**src/rtl/parking_keypad_entry_if.sv**
```systemverilog
// parking_keypad_entry_if: keypad strobes and gate-controller signals for the password initiator.
interface parking_keypad_entry_if;
   logic       key_valid;
   logic [1:0] key_code;
   logic       key_clear;
   logic       gate_waiting;
   logic       gate_open;
   logic [1:0] password_1;
   logic [1:0] password_2;
   logic       pw_valid;
   logic       locked;
   logic [1:0] attempts_left;
   logic [1:0] digit_count;
   modport master (
      output key_valid, key_code, key_clear, gate_waiting, gate_open,
      input  password_1, password_2, pw_valid, locked, attempts_left, digit_count
   );
   modport slave (
      input  key_valid, key_code, key_clear, gate_waiting, gate_open,
      output password_1, password_2, pw_valid, locked, attempts_left, digit_count
   );
endinterface

```
**src/rtl/parking_keypad_entry.sv**
```systemverilog
// parking_keypad_entry: collects two key digits, presents them to the gate, tracks failures and lockout.
module parking_keypad_entry #(
   parameter int TIMEOUT_CYCLES = 1000,
   parameter int HOLD_CYCLES    = 4,
   parameter int MAX_ATTEMPTS   = 3,
   parameter int LOCKOUT_CYCLES = 5000
) (
   input logic                   clk,
   input logic                   reset,
   parking_keypad_entry_if.slave kp_if
);
   typedef enum logic [2:0] {IDLE, DIGIT1, DIGIT2, PRESENT, DONE, LOCKOUT} state_e;
   localparam logic [15:0] T_LAST = 16'(TIMEOUT_CYCLES - 1);
   localparam logic [15:0] H_LAST = 16'(HOLD_CYCLES - 1);
   localparam logic [15:0] L_LAST = 16'(LOCKOUT_CYCLES - 1);
   localparam logic [1:0]  ATT_MAX = 2'(MAX_ATTEMPTS);
   state_e      state_q, state_d;
   logic [15:0] timer_q, timer_d;
   logic [1:0]  d1_q, d1_d, pw1_q, pw1_d, pw2_q, pw2_d, att_q, att_d, cnt_q, cnt_d;
   logic        pwv_q, pwv_d, lock_q, lock_d;
   always_ff @(posedge clk) begin
      if (reset) begin
         state_q <= IDLE;
         timer_q <= '0;
         d1_q    <= '0;
         pw1_q   <= '0;
         pw2_q   <= '0;
         pwv_q   <= 1'b0;
         lock_q  <= 1'b0;
         att_q   <= ATT_MAX;
         cnt_q   <= '0;
      end else begin
         state_q <= state_d;
         timer_q <= timer_d;
         d1_q    <= d1_d;
         pw1_q   <= pw1_d;
         pw2_q   <= pw2_d;
         pwv_q   <= pwv_d;
         lock_q  <= lock_d;
         att_q   <= att_d;
         cnt_q   <= cnt_d;
      end
   end
   // The single timer free-runs in every state and is cleared on each transition or key event.
   always_comb begin
      state_d = state_q;
      timer_d = timer_q + 16'd1;
      d1_d    = d1_q;
      pw1_d   = pw1_q;
      pw2_d   = pw2_q;
      pwv_d   = pwv_q;
      lock_d  = lock_q;
      att_d   = att_q;
      cnt_d   = cnt_q;
      case (state_q)
         IDLE: begin
            timer_d = '0;
            cnt_d   = '0;
            state_d = kp_if.gate_waiting ? DIGIT1 : IDLE;
         end
         DIGIT1: begin
            if (!kp_if.gate_waiting || (!kp_if.key_clear && !kp_if.key_valid && timer_q == T_LAST)) begin
               state_d = IDLE;
               timer_d = '0;
               cnt_d   = '0;
            end else if (kp_if.key_clear) begin
               timer_d = '0;
            end else if (kp_if.key_valid) begin
               d1_d    = kp_if.key_code;
               cnt_d   = 2'd1;
               state_d = DIGIT2;
               timer_d = '0;
            end
         end
         DIGIT2: begin
            if (!kp_if.gate_waiting || (!kp_if.key_clear && !kp_if.key_valid && timer_q == T_LAST)) begin
               state_d = IDLE;
               timer_d = '0;
               cnt_d   = '0;
            end else if (kp_if.key_clear) begin
               state_d = DIGIT1;
               timer_d = '0;
               cnt_d   = '0;
            end else if (kp_if.key_valid) begin
               pw1_d   = d1_q;
               pw2_d   = kp_if.key_code;
               pwv_d   = 1'b1;
               cnt_d   = 2'd2;
               state_d = PRESENT;
               timer_d = '0;
            end
         end
         PRESENT: begin
            if (kp_if.gate_open || timer_q == H_LAST) begin
               pw1_d   = '0;
               pw2_d   = '0;
               pwv_d   = 1'b0;
               cnt_d   = '0;
               timer_d = '0;
               if (kp_if.gate_open) begin
                  att_d   = ATT_MAX;
                  state_d = DONE;
               end else begin
                  att_d   = att_q - {1'b0, |att_q};
                  lock_d  = att_q <= 2'd1;
                  state_d = (att_q <= 2'd1) ? LOCKOUT : kp_if.gate_waiting ? DIGIT1 : IDLE;
               end
            end
         end
         DONE: begin
            timer_d = '0;
            state_d = kp_if.gate_open ? DONE : IDLE;
         end
         LOCKOUT: begin
            if (timer_q == L_LAST) begin
               lock_d  = 1'b0;
               att_d   = ATT_MAX;
               state_d = IDLE;
               timer_d = '0;
            end
         end
         default: state_d = IDLE;
      endcase
   end
   assign kp_if.password_1    = pw1_q;
   assign kp_if.password_2    = pw2_q;
   assign kp_if.pw_valid      = pwv_q;
   assign kp_if.locked        = lock_q;
   assign kp_if.attempts_left = att_q;
   assign kp_if.digit_count   = cnt_q;
endmodule

```
**src/flat_wrapper.sv**
```systemverilog
// flat-port wrapper written by rule: the top's interface ports become plain ports
module parking_keypad_entry_flat 
#(
   parameter int TIMEOUT_CYCLES = 1000,
   parameter int HOLD_CYCLES    = 4,
   parameter int MAX_ATTEMPTS   = 3,
   parameter int LOCKOUT_CYCLES = 5000
)
  (clk, reset, kp_if_key_valid, kp_if_key_code, kp_if_key_clear, kp_if_gate_waiting, kp_if_gate_open, kp_if_password_1, kp_if_password_2, kp_if_pw_valid, kp_if_locked, kp_if_attempts_left, kp_if_digit_count);
  parking_keypad_entry_if kp_if_i ();
  input logic clk;
  input logic reset;
  input wire logic [$bits(kp_if_i.key_valid)-1:0] kp_if_key_valid;
  input wire logic [$bits(kp_if_i.key_code)-1:0] kp_if_key_code;
  input wire logic [$bits(kp_if_i.key_clear)-1:0] kp_if_key_clear;
  input wire logic [$bits(kp_if_i.gate_waiting)-1:0] kp_if_gate_waiting;
  input wire logic [$bits(kp_if_i.gate_open)-1:0] kp_if_gate_open;
  output wire logic [$bits(kp_if_i.password_1)-1:0] kp_if_password_1;
  output wire logic [$bits(kp_if_i.password_2)-1:0] kp_if_password_2;
  output wire logic [$bits(kp_if_i.pw_valid)-1:0] kp_if_pw_valid;
  output wire logic [$bits(kp_if_i.locked)-1:0] kp_if_locked;
  output wire logic [$bits(kp_if_i.attempts_left)-1:0] kp_if_attempts_left;
  output wire logic [$bits(kp_if_i.digit_count)-1:0] kp_if_digit_count;
  assign kp_if_i.key_valid = kp_if_key_valid;
  assign kp_if_i.key_code = kp_if_key_code;
  assign kp_if_i.key_clear = kp_if_key_clear;
  assign kp_if_i.gate_waiting = kp_if_gate_waiting;
  assign kp_if_i.gate_open = kp_if_gate_open;
  assign kp_if_password_1 = kp_if_i.password_1;
  assign kp_if_password_2 = kp_if_i.password_2;
  assign kp_if_pw_valid = kp_if_i.pw_valid;
  assign kp_if_locked = kp_if_i.locked;
  assign kp_if_attempts_left = kp_if_i.attempts_left;
  assign kp_if_digit_count = kp_if_i.digit_count;
  parking_keypad_entry #(.TIMEOUT_CYCLES(TIMEOUT_CYCLES), .HOLD_CYCLES(HOLD_CYCLES), .MAX_ATTEMPTS(MAX_ATTEMPTS), .LOCKOUT_CYCLES(LOCKOUT_CYCLES)) u_core (.clk(clk), .reset(reset), .kp_if(kp_if_i));
endmodule
```
**config.mk**
```make
export PLATFORM = sky130hd
export DESIGN_NAME = parking_keypad_entry_flat
export DESIGN_NICKNAME = d
export VERILOG_FILES = /design/src/rtl/parking_keypad_entry_if.sv /design/src/rtl/parking_keypad_entry.sv /design/src/flat_wrapper.sv
export SDC_FILE = /design/constraint.sdc
export NUM_CORES = 1
export LEC_CHECK = 0
export ABC_AREA = 1
export CAP_MARGIN = 20
export CORE_UTILIZATION = 50
export DETAILED_ROUTE_END_ITERATION = 6
export PLACE_DENSITY = 0.83
export RECOVER_POWER = 25
export SETUP_SLACK_MARGIN = 0.3
export SLEW_MARGIN = 20
export SYNTH_ARGS = -nofsm -noshare
export SYNTH_HDL_FRONTEND = slang
export SYNTH_SLANG_ARGS = --single-unit
```
**constraint.sdc**
```tcl
create_clock -name clk -period 5 [get_ports clk]
set_input_delay 1 -clock clk [delete_from_list [all_inputs] [get_ports clk]]
set_output_delay 1 -clock clk [all_outputs]
set_load 0.02 [all_outputs]
```
==> results of run 1 <==
-- flip-flops by register name (all words and copies together) (netlist names) --
signal / flops
u_core.d1_q: 2
u_core.kp_if.pw_valid: 1
u_core.kp_if.password_2: 2
u_core.kp_if.password_1: 2
u_core.kp_if.attempts_left: 2
u_core.kp_if.digit_count: 2
u_core.kp_if.locked: 1
u_core.timer_q: 16
u_core.state_q: 3
-- worst register-to-register path: cells and delay by family (launching register included) --
kind	cells	cell delay, ns
buffers and inverters	2	0.23
DFF	1	0.37
adders and majority gates	1	0.22
and+or+nand+nor	9	1.28
-- per-layer routing --
layer  vias up  wire length, µm  global-route usage
li1        784                -                   -
met1       660             1550               0.280
met2        29             1430               0.305
met3         7              120              0.0459
met4         0               67               0.110
met5         -                0                   0
-- cell usage after synthesis, types with 7 or more instances --
| cell | count |
|---|---|
| nand2_1 | 49 |
| nand4_1 | 7 |
| inv_1 | 24 |
| o21ai_0 | 12 |
| dfxtp_1 | 31 |
| nor2_1 | 38 |
| a21oi_1 | 10 |
| nand3_1 | 14 |
| xor2_1 | 8 |
| nor2_2 | 9 |
-- cells by family after synthesis --
logic type | synth area share
AOI/OAI and AO/OA | 0.0817
xor gates and xnor gates | 0.0582
adders and majority gates | 0.00756
buffers and inverters | 0.0787
DFF | 0.375
and+or+nand+nor | 0.399
-- worst paths after layout --
| kind | end | slack, ns | depth (start not counted) |
|---|---|---|---|
| setup reg to reg | u_core.timer_q[13] | 2.76 | 12 |
| setup / recovery | u_core.timer_q[13] | 2.33 | 8 |
| hold / removal | u_core.kp_if.locked | 0.45 | 2 |
| hold reg to reg | u_core.kp_if.locked | 0.45 | 2 |
-- through the flow --
step / area (µm²) / utilization
after CTS: 1950 / 0.629
final: 1930 / 0.623
after global routing: 1930 / 0.623
after detailed placement: 1850 / 0.596
after floorplan: 1650 / -
after global placement: 1850 / 0.596
-- where the power goes --
part           internal [mW]  total, mW  switching, mW
Sequential             0.253      0.260        0.00711
Combinational         0.0213     0.0548         0.0335
Clock                  0.156      0.241         0.0853
Total                  0.430      0.556          0.126
-- cells in the final DEF, fill, tap and decap left out --
cell / Yosys / layout
nand4_2: 1 / 1
dfxtp_1: 31 / 31
clkbuf_4: 0 / 5
clkdlybuf4s50_1: 0 / 16
nand2_2: 2 / 1
bufinv_16: 0 / 2
nor2_1: 38 / 39
nor3_2: 2 / 2
inv_2: 3 / 2
clkbuf_1: 1 / 1
nand3_1: 14 / 14
o221ai_1: 1 / 1
nor3_1: 2 / 2
o21bai_1: 1 / 1
a31o_2: 1 / 1
nor3b_4: 1 / 1
nor2_4: 3 / 2
o21ai_0: 12 / 12
inv_1: 24 / 25
nand4_4: 1 / 1
or2_2: 1 / 1
nand4_1: 7 / 7
dlygate4sd3_1: 0 / 1
nand2_1: 49 / 51
ha_1: 1 / 1
nand3_2: 1 / 1
xnor2_1: 3 / 3
a21oi_1: 10 / 10
xor2_1: 8 / 8
nor4_1: 1 / 1
nor2_2: 9 / 9
-- layout make-up --
type / count / area (µm²)
Timing Repair Buffer: 17 / 170
Multi-Input combinational cell: 170 / 886
Sequential cell: 31 / 621
Clock buffer: 6 / 41.3
Inverter: 27 / 101
Fill cell: 299 / 1170
Clock inverter: 2 / 60.1
Tap cell: 44 / 55.1
==> implementation parameters, run 1 <==
Parameter                              Value

Outcome
  Result of the run ... finished clean

Clock tree
  Total clock buffers created by CTS ... 5
  Count of instances resized after the clock tree is built ... 0
  # clock sinks ... 31
  Postcts setup bufs ... 0
  Clock latency on the worst-skew pair ... 0.33 ns
  Buffer cell driving the clock tree root ... clkbuf_4
  Hold buffers post-CTS ... 0
  Depth of the CTS H-tree ... 2
  Clock-pin slew reported for the worst setup and hold paths after clock tree synthesis ... 0.10 ns
  Clock tree from TritonCTS ... done
  Buffer levels on the longest clock path ... 2

STA
  Final hold slack ... 0.445 ns
  Fraction of the cycle the final worst path needs ... 0.534
  Least-Margin Pin Slew ... 0.779 ns
  Unrepaired setup endpoints after global routing ... no
  Hold violation total from the final report ... 0
  Top achievable clock speed ... 0.374 GHz
  Number of pins exceeding their max-slew limit in the final report ... 0
  Post-Route Setup TNS ... 0 ns
  Fin Clk Skew ... 0.00941 ns
  Slew headroom ... 0.479
  Shortest clock period the worst path allows after layout ... 2.67 ns
  Setup ws final ... 2.33 ns
  Final number of setup-violating endpoints ... 0

Worst setup path
  Worst setup startpoint ... kp_if_gate_open
  Arrival time of the worst setup path ... 2.92 ns
  CP cell instances ... dlygate4sd3_1 > nor2_1 > nand2_2 > nand2_1 > inv_1 > nand4_4 > nand2_1 > nor2_1
  Max stage delay on crit path ... 0.59 ns
  Type of the worst setup path ... input pin to register
  Required @ worst endpoint ... 5.25 ns
  Max stage delay cell, worst path ... dlygate4sd3_1
  Type of origin of the critical path ... input pin
  CP Max Fanout ... 16
  Critical path endpoint category ... register
  Family with the most delay on the worst path ... simple AND/OR/NAND/NOR gates
  Crit Reg-Reg Startpoint ... u_core.timer_q[0]
  Total buffers and inverters traversed by the critical path ... 2

Power and ir drop
  Total power of the final layout ... 556 µW
  Cell area power density ... 287 nW/µm²
  Leakage power ... 0.785 nW
  Worst IR drop on VDD ... 0.145 mV

Finish
  Nets ... 261
  Number of antenna repair diodes ... 0
  Area grow syn2layout ... 16.9%
  Fraction of final layout cells with drive strength greater than 1 ... 0.115
  Final cell count without fillers ... 297

Global routing
  Vias in the first global route ... 1,257
  All-layer global routing usage ... 0.207
  Antenna violations before repair ... 0
  Global-route congestion overflow total ... 0
  First-pass GRT wire length ... 5420 µm
  Pin count of the biggest net entering global routing ... 17

Placement
  Place WS ... 2.49 ns
  GPL Wtd Cong ... 0.893
  Placed cells ... 289
  Input/output buffers ... 17
  HPWL after detailed placement ... 2400 µm

Logic synthesis
  Gate Count Post-Synth ... 231
  Register area share after synthesis ... 0.375
  Top post-synthesis cells by area ... dfxtp_1, nand2_1, nor2_1
  Proportion of synthesized flip-flops having asynchronous set or reset ... 0
  Mean post-synth cell area ... 7.16 µm²
  Largest area contributor in the synthesized netlist ... dfxtp_1
  Number of nets produced by synthesis ... 240
  Leading register cell type out of synthesis ... dfxtp_1
  Count of state elements after synthesis ... 31
  Syn. warnings ... 0
  Post-synth EDFFs ... 0
  Post-synthesis cell area ... 1650 µm²
  Share of the synthesized area in the top cell type ... 0.375
  Unique masters post-synth ... 30

Min path
  Classification of the worst-slack hold path ... register to register
  Startpoint of the most critical hold path ... u_core.kp_if.locked

Floorplan
  Height of the die ... 59.5 µm
  IO Count ... 18
  Chip Width ... 59.5 µm
  Number of rows in the core area ... 20
  Die Footprint ... 3540 µm²
  Initial cell density of the core ... 0.533
  Core area ... 3100 µm²

Routing
  WL per Instance ... 10.6 µm
  Residual DRC ... 0
  Detailed-route via count ... 1,480
  Count of nets left with antenna violations after detail routing ... 0
  Iteration count of the initial detailed-routing pass ... 4
  Post-detailed-routing wire length ... 3160 µm
  Via density per instance ... 4.98
  Number of violations reported at the end of detailed-routing iteration 0 ... 58

Flow run
  Max Cap Violations ... 0
Note: power is estimated with default switching activity, not from simulation.
==> run 2: changes to the inputs <==
==> constraint.sdc (replaced) <==
create_clock -name clk -period 2.5 [get_ports clk]
set_input_delay 0.5 -clock clk [delete_from_list [all_inputs] [get_ports clk]]
set_output_delay 0.5 -clock clk [all_outputs]
set_load 0.02 [all_outputs]
==> implementation parameters, run 2 (same netlist as run 1, synthesis figures left out) <==
Parameter                              Value

Finish
  Registers with the most flip-flops ... u_core.timer_q: 16 flops, u_core.state_q: 3 flops
  Top register by number of flip-flops ... u_core.timer_q
  Nets ... 262
  Number of antenna repair diodes ... 0
  Fill cell count ... 310
  Fraction of final layout cells with drive strength greater than 1 ... 0.126
  Highest-count cells in the layout ignoring fill and taps ... nand2_1, nor2_1, dfxtp_1, inv_1, clkdlybuf4s50_1
  Area grow syn2layout ... 15.4%
  Commonest non-fill, non-tap cell in the layout ... nand2_1
  Number of flip-flops under the largest register name ... 16

Min path
  Classification of the worst-slack hold path ... register to register
  WHS Path Cells ... 2
  Worst Hold End ... u_core.kp_if.locked
  Startpoint of the most critical hold path ... u_core.kp_if.locked

Global routing
  Vias in the first global route ... 1,373
  Antenna violations before repair ... 0
  All-layer global routing usage ... 0.221
  First-pass GRT wire length ... 5840 µm
  Global-route congestion overflow total ... 0
  Pin count of the biggest net entering global routing ... 17

STA
  Unrepaired setup endpoints after global routing ... no
  Fin Clk Skew ... 0.0179 ns
  Final hold slack ... 0.450 ns
  Top achievable clock speed ... 0.530 GHz
  Final number of setup-violating endpoints ... 0
  Least-Margin Pin Slew ... 0.458 ns
  Shortest clock period the worst path allows after layout ... 1.89 ns
  Hold violation total from the final report ... 0
  Number of pins exceeding their max-slew limit in the final report ... 0
  Fraction of the cycle the final worst path needs ... 0.755
  Slew headroom ... 0.693
  Post-Route Setup TNS ... 0 ns

Power and ir drop
  Worst IR drop on VDD ... 0.337 mV
  Relative contribution of the clock network to total power ... 0.315
  Seq pwr share ... 0.560
  Leakage power ... 0.773 nW
  Net switching power ... 270 µW
  Cell-internal power ... 657 µW
  Cell area power density ... 486 nW/µm²
  Combinational power share ... 0.125
  Net switching fraction of the power ... 0.291

Flow run
  Max Cap Violations ... 0

Worst setup path
  Type of the worst setup path ... register to register
  Arrival time of the worst setup path ... 2.11 ns
  Crit Reg-Reg Startpoint ... u_core.timer_q[0]
  Worst-case register-to-register setup slack ... 0.61 ns
  Required @ worst endpoint ... 2.72 ns
  Worst Reg2Reg Path Length in Cells ... 12
  Critical path endpoint category ... register
  End of the worst register-to-register path ... u_core.timer_q[0]
  Type of origin of the critical path ... register
  CP Max Fanout ... 16

Clock tree
  Hold buffers post-CTS ... 0
  Clock latency on the worst-skew pair ... 0.34 ns
  Count of instances resized after the clock tree is built ... 0
  Total clock buffers created by CTS ... 5
  Postcts setup bufs ... 0
  Clock-pin slew reported for the worst setup and hold paths after clock tree synthesis ... 0.10 ns
  # clock sinks ... 31
  Clock tree from TritonCTS ... done
  Depth of the CTS H-tree ... 2
  Buffer cell driving the clock tree root ... clkbuf_4
  Buffer levels on the longest clock path ... 2

Floorplan
  Number of rows in the core area ... 20
  IO Count ... 18
  Die Footprint ... 3540 µm²
  Core area ... 3100 µm²
  Initial cell density of the core ... 0.533
  Height of the die ... 59.5 µm
  Chip Width ... 59.5 µm

Routing
  Uppermost signal routing layer after detailed routing ... met4
  Count of nets left with antenna violations after detail routing ... 0
  Residual DRC ... 0
  Post-detailed-routing wire length ... 3420 µm
  Met3 routed wirelength ... 150 µm
  Total routed wire length on the met1 layer ... 1610 µm
  WL per Instance ... 11.5 µm
  Iteration count of the initial detailed-routing pass ... 4
  Number of violations reported at the end of detailed-routing iteration 0 ... 49
  Routed wire length on met2 ... 1560 µm
  Detailed-route via count ... 1,525
  Via density per instance ... 5.12

Placement
  Input/output buffers ... 17
  HPWL after detailed placement ... 2530 µm
  GPL Wtd Cong ... 0.882

Outcome
  Result of the run ... finished clean
run 2: changes by cell type in the layout (fill, tap and decap cells not counted), sizes merged:
cell      previous run  this run
clkbuf               6         5
bufinv               2         0
buf                  0         1
clkinv               0         2
clkinvlp             0         2
inv                 27        26
run 2: through the flow:
stage	total power [mW]	cells	area [µm²]	util	setup WS, ns
final	0.927	298	1910	0.615	0.613
after global routing	0.970	298	1910	0.615	0.384
after CTS	0.938	298	1920	0.617	0.656
after detailed placement	0.646	290	1860	0.599	0.466
after global placement	0.644	290	1860	0.599	0.549
after floorplan	0.612	231	1650	-	0.926
run 2: how the worst max path moves through the flow:
stage,start,end,depth (start not counted)
floorplan,u_core.timer_q[0],u_core.timer_q[5],13
global placement,kp_if_key_valid,u_core.kp_if.digit_count[1],9
detailed placement,kp_if_key_clear,u_core.kp_if.digit_count[1],9
CTS,u_core.kp_if.digit_count[1],kp_if_digit_count[1],1
global route,u_core.timer_q[0],u_core.timer_q[1],12
finish,u_core.timer_q[0],u_core.timer_q[0],12
run 2: area by class of cell:
class | instances | area [µm²] | share of cell area
clock buffers | 5 | 37.5 | 0.0197
well taps | 44 | 55.1 | 0.0289
repair buffers | 18 | 178 | 0.0931
flip-flops and latches | 31 | 621 | 0.325
clock inverters | 3 | 20.0 | 0.0105
multi-input cells | 170 | 896 | 0.470
inverters | 27 | 101 | 0.0531
run 2: power by group through the flow:
| stage | combinational [mW] | sequential, mW | clock (mW) |
|---|---|---|---|
| final | 0.116 | 0.519 | 0.292 |
| after floorplan | 0.0803 | 0.532 | 0 |
| after global placement | 0.114 | 0.531 | 0 |
| after detailed placement | 0.115 | 0.531 | 0 |
| after CTS | 0.116 | 0.520 | 0.303 |
| after global routing | 0.126 | 0.521 | 0.323 |
run 2: metal layers:
metal  GRT usage  vias to the layer above
met5           0                        -
met4       0.136                        0
met3      0.0655                       10
met2       0.345                       32
met1       0.266                      698
li1            -                      785
run 2: critical path: stages, from the launching register on:
cell and delay [ns]:
dfxtp_1 0.37, ha_1 0.25, inv_1 0.06, nor2_1 0.16, nand2_1 0.12, nor2_1 0.12
nand2_1 0.07, nand2_1 0.07, nand2_2 0.06, inv_2 0.11, nand4_4 0.09, nand2_4 0.24
nor2_1 0.06
==> run 3: changes to the inputs <==
==> constraint.sdc (replaced) <==
create_clock -name clk -period 1.8 [get_ports clk]
set_input_delay 0.36 -clock clk [delete_from_list [all_inputs] [get_ports clk]]
set_output_delay 0.36 -clock clk [all_outputs]
set_load 0.02 [all_outputs]
==> implementation parameters, run 3 (same netlist as run 1, synthesis figures left out) <==
Parameter                              Value

STA
  Fraction of the cycle the final worst path needs ... 0.939
  Slew headroom ... 0.647
  Top achievable clock speed ... 0.591 GHz
  Least-Margin Pin Slew ... 0.529 ns
  Unrepaired setup endpoints after global routing ... yes
  Final hold slack ... 0.441 ns
  Hold violation total from the final report ... 0
  Post-Route Setup TNS ... 0 ns
  Shortest clock period the worst path allows after layout ... 1.69 ns
  Final number of setup-violating endpoints ... 0
  Fin Clk Skew ... 0.0104 ns
  Number of pins exceeding their max-slew limit in the final report ... 0

Worst setup path
  Critical path endpoint category ... register
  Type of origin of the critical path ... register
  Arrival time of the worst setup path ... 1.92 ns
  Worst setup startpoint ... u_core.timer_q[0]
  Crit Reg-Reg Startpoint ... u_core.timer_q[0]
  Max stage delay cell, worst path ... dfxtp_2
  Worst-case register-to-register setup slack ... 0.11 ns
  End of the worst register-to-register path ... u_core.timer_q[13]
  Type of the worst setup path ... register to register
  Required @ worst endpoint ... 2.03 ns
  CP Max Fanout ... 8
  Max stage delay on crit path ... 0.37 ns
  Worst Reg2Reg Path Length in Cells ... 12
  CP cell instances ... ha_4 > inv_4 > nor2_4 > nand2_1 > nor2_1 > nand2_1 > nand2_2 > nand2_4 > inv_6 > nand4_4 > nand2_8 > nor2_1

Global routing
  Pin count of the biggest net entering global routing ... 10
  First-pass GRT wire length ... 5820 µm
  Antenna violations before repair ... 0
  Vias in the first global route ... 1,363
  All-layer global routing usage ... 0.222
  Global-route congestion overflow total ... 0

Power and ir drop
  Net switching power ... 390 µW
  Combinational power share ... 0.151
  Relative contribution of the clock network to total power ... 0.332
  Net switching fraction of the power ... 0.277
  Cell area power density ... 648 nW/µm²
  Leakage power ... 0.903 nW
  Seq pwr share ... 0.516
  Cell-internal power ... 1.02 mW
  Worst IR drop on VDD ... 0.463 mV

Outcome
  Result of the run ... finished clean

Finish
  Area grow syn2layout ... 31.1%
  Fill cell count ... 274
  Registers with the most flip-flops ... u_core.timer_q: 16 flops, u_core.state_q: 3 flops
  Number of flip-flops under the largest register name ... 16
  Fraction of final layout cells with drive strength greater than 1 ... 0.275
  Top register by number of flip-flops ... u_core.timer_q
  Area of combinational cells with multiple inputs ... 1040 µm²
  Number of antenna repair diodes ... 0
  Nets ... 277
  Commonest non-fill, non-tap cell in the layout ... nand2_1
  Highest-count cells in the layout ignoring fill and taps ... nand2_1, nor2_1, dfxtp_1, inv_1, buf_4
  Combined flip-flop and latch cell area ... 628 µm²

Flow run
  Max Cap Violations ... 0

Routing
  Post-detailed-routing wire length ... 3750 µm
  Number of violations reported at the end of detailed-routing iteration 0 ... 123
  WL per Instance ... 12.0 µm
  Count of nets left with antenna violations after detail routing ... 0
  Residual DRC ... 0
  Iteration count of the initial detailed-routing pass ... 4
  Via density per instance ... 5.24
  Detailed-route via count ... 1,640

Clock tree
  # clock sinks ... 31
  Total clock buffers created by CTS ... 5
  Clock latency on the worst-skew pair ... 0.34 ns
  Clock tree from TritonCTS ... done
  Hold buffers post-CTS ... 0
  Depth of the CTS H-tree ... 2
  Buffer levels on the longest clock path ... 2
  Buffer cell driving the clock tree root ... clkbuf_4
  Clock-pin slew reported for the worst setup and hold paths after clock tree synthesis ... 0.09 ns

Placement
  HPWL after detailed placement ... 2400 µm
  Input/output buffers ... 17
  GPL Wtd Cong ... 0.888

Floorplan
  Number of rows in the core area ... 20
  Initial cell density of the core ... 0.533
  Height of the die ... 59.5 µm
  Core area ... 3100 µm²
  Die Footprint ... 3540 µm²
  IO Count ... 18
  Chip Width ... 59.5 µm

Min path
  Startpoint of the most critical hold path ... u_core.kp_if.locked
  Worst Hold End ... u_core.kp_if.locked
  Classification of the worst-slack hold path ... register to register
  WHS Path Cells ... 2
==> run 3: cell count changes in the layout (fill, tap and decap cells not counted), sizes merged <==
cell / before / now
clkdlybuf4s50: 16 / 7
nand2: 52 / 53
dlygate4sd2: 0 / 10
dlygate4sd3: 1 / 0
buf: 1 / 15
inv: 26 / 27
clkinvlp: 2 / 0
clkinv: 2 / 0
clkbuf: 5 / 8
==> run 3: per-layer routing <==
metal | track usage | wire length [µm]
met5 | 0 | 0
met4 | 0.106 | 114
met1 | 0.290 | 1640
met2 | 0.327 | 1720
met3 | 0.0721 | 282
==> run 3: per-stage QoR <==
stage	instances	util	setup WS, ns	power [mW]	cell area, µm²
2_1_floorplan	231	-	0.283	0.852	1670
3_3_place_gp	295	0.616	0.0241	0.903	1910
5_1_grt	313	0.699	0.0187	1.48	2170
3_5_place_dp	295	0.616	-0.0235	0.905	1910
6_report	313	0.699	0.109	1.40	2170
4_1_cts	306	0.651	0.185	1.38	2020
==> run 3: cell type report <==
type | instances | share of cell area
Clock buffer | 8 | 0.0317
Inverter | 27 | 0.0502
Multi-Input combinational cell | 171 | 0.478
Sequential cell | 31 | 0.290
Tap cell | 44 | 0.0254
Timing Repair Buffer | 32 | 0.125
==> run 3: worst max path at each step <==
| stage | to | cells after the start |
|---|---|---|
| after global placement | u_core.timer_q[7] | 7 |
| after floorplan | u_core.timer_q[5] | 13 |
| after detailed placement | u_core.timer_q[11] | 7 |
| after global routing | u_core.timer_q[14] | 12 |
| final | u_core.timer_q[13] | 12 |
| after CTS | u_core.timer_q[11] | 12 |
==> run 3: power by group through the flow <==
stage	combinational [mW]	sequential, mW	clock (mW)
6_report	0.213	0.725	0.467
5_1_grt	0.232	0.728	0.517
4_1_cts	0.183	0.722	0.478
3_5_place_dp	0.167	0.738	0
3_3_place_gp	0.165	0.738	0
2_1_floorplan	0.112	0.740	0
==> run 3: critical path: cells and delay by family, from the launching register on <==
| family | cells | cell delay (ns) |
|---|---|---|
| buffers and inverters | 2 | 0.12 |
| adders and majority gates | 1 | 0.16 |
| DFF | 1 | 0.37 |
| and+or+nand+nor | 9 | 0.93 |
==> run 3: what timing repair did <==
action	CTS	global route
setup buffers	2	7
gates resized for setup	15	30
pin swaps	8	11
cloned	1	0
setup endpoints to repair	34	30
endpoints found under the hold margin	0	0
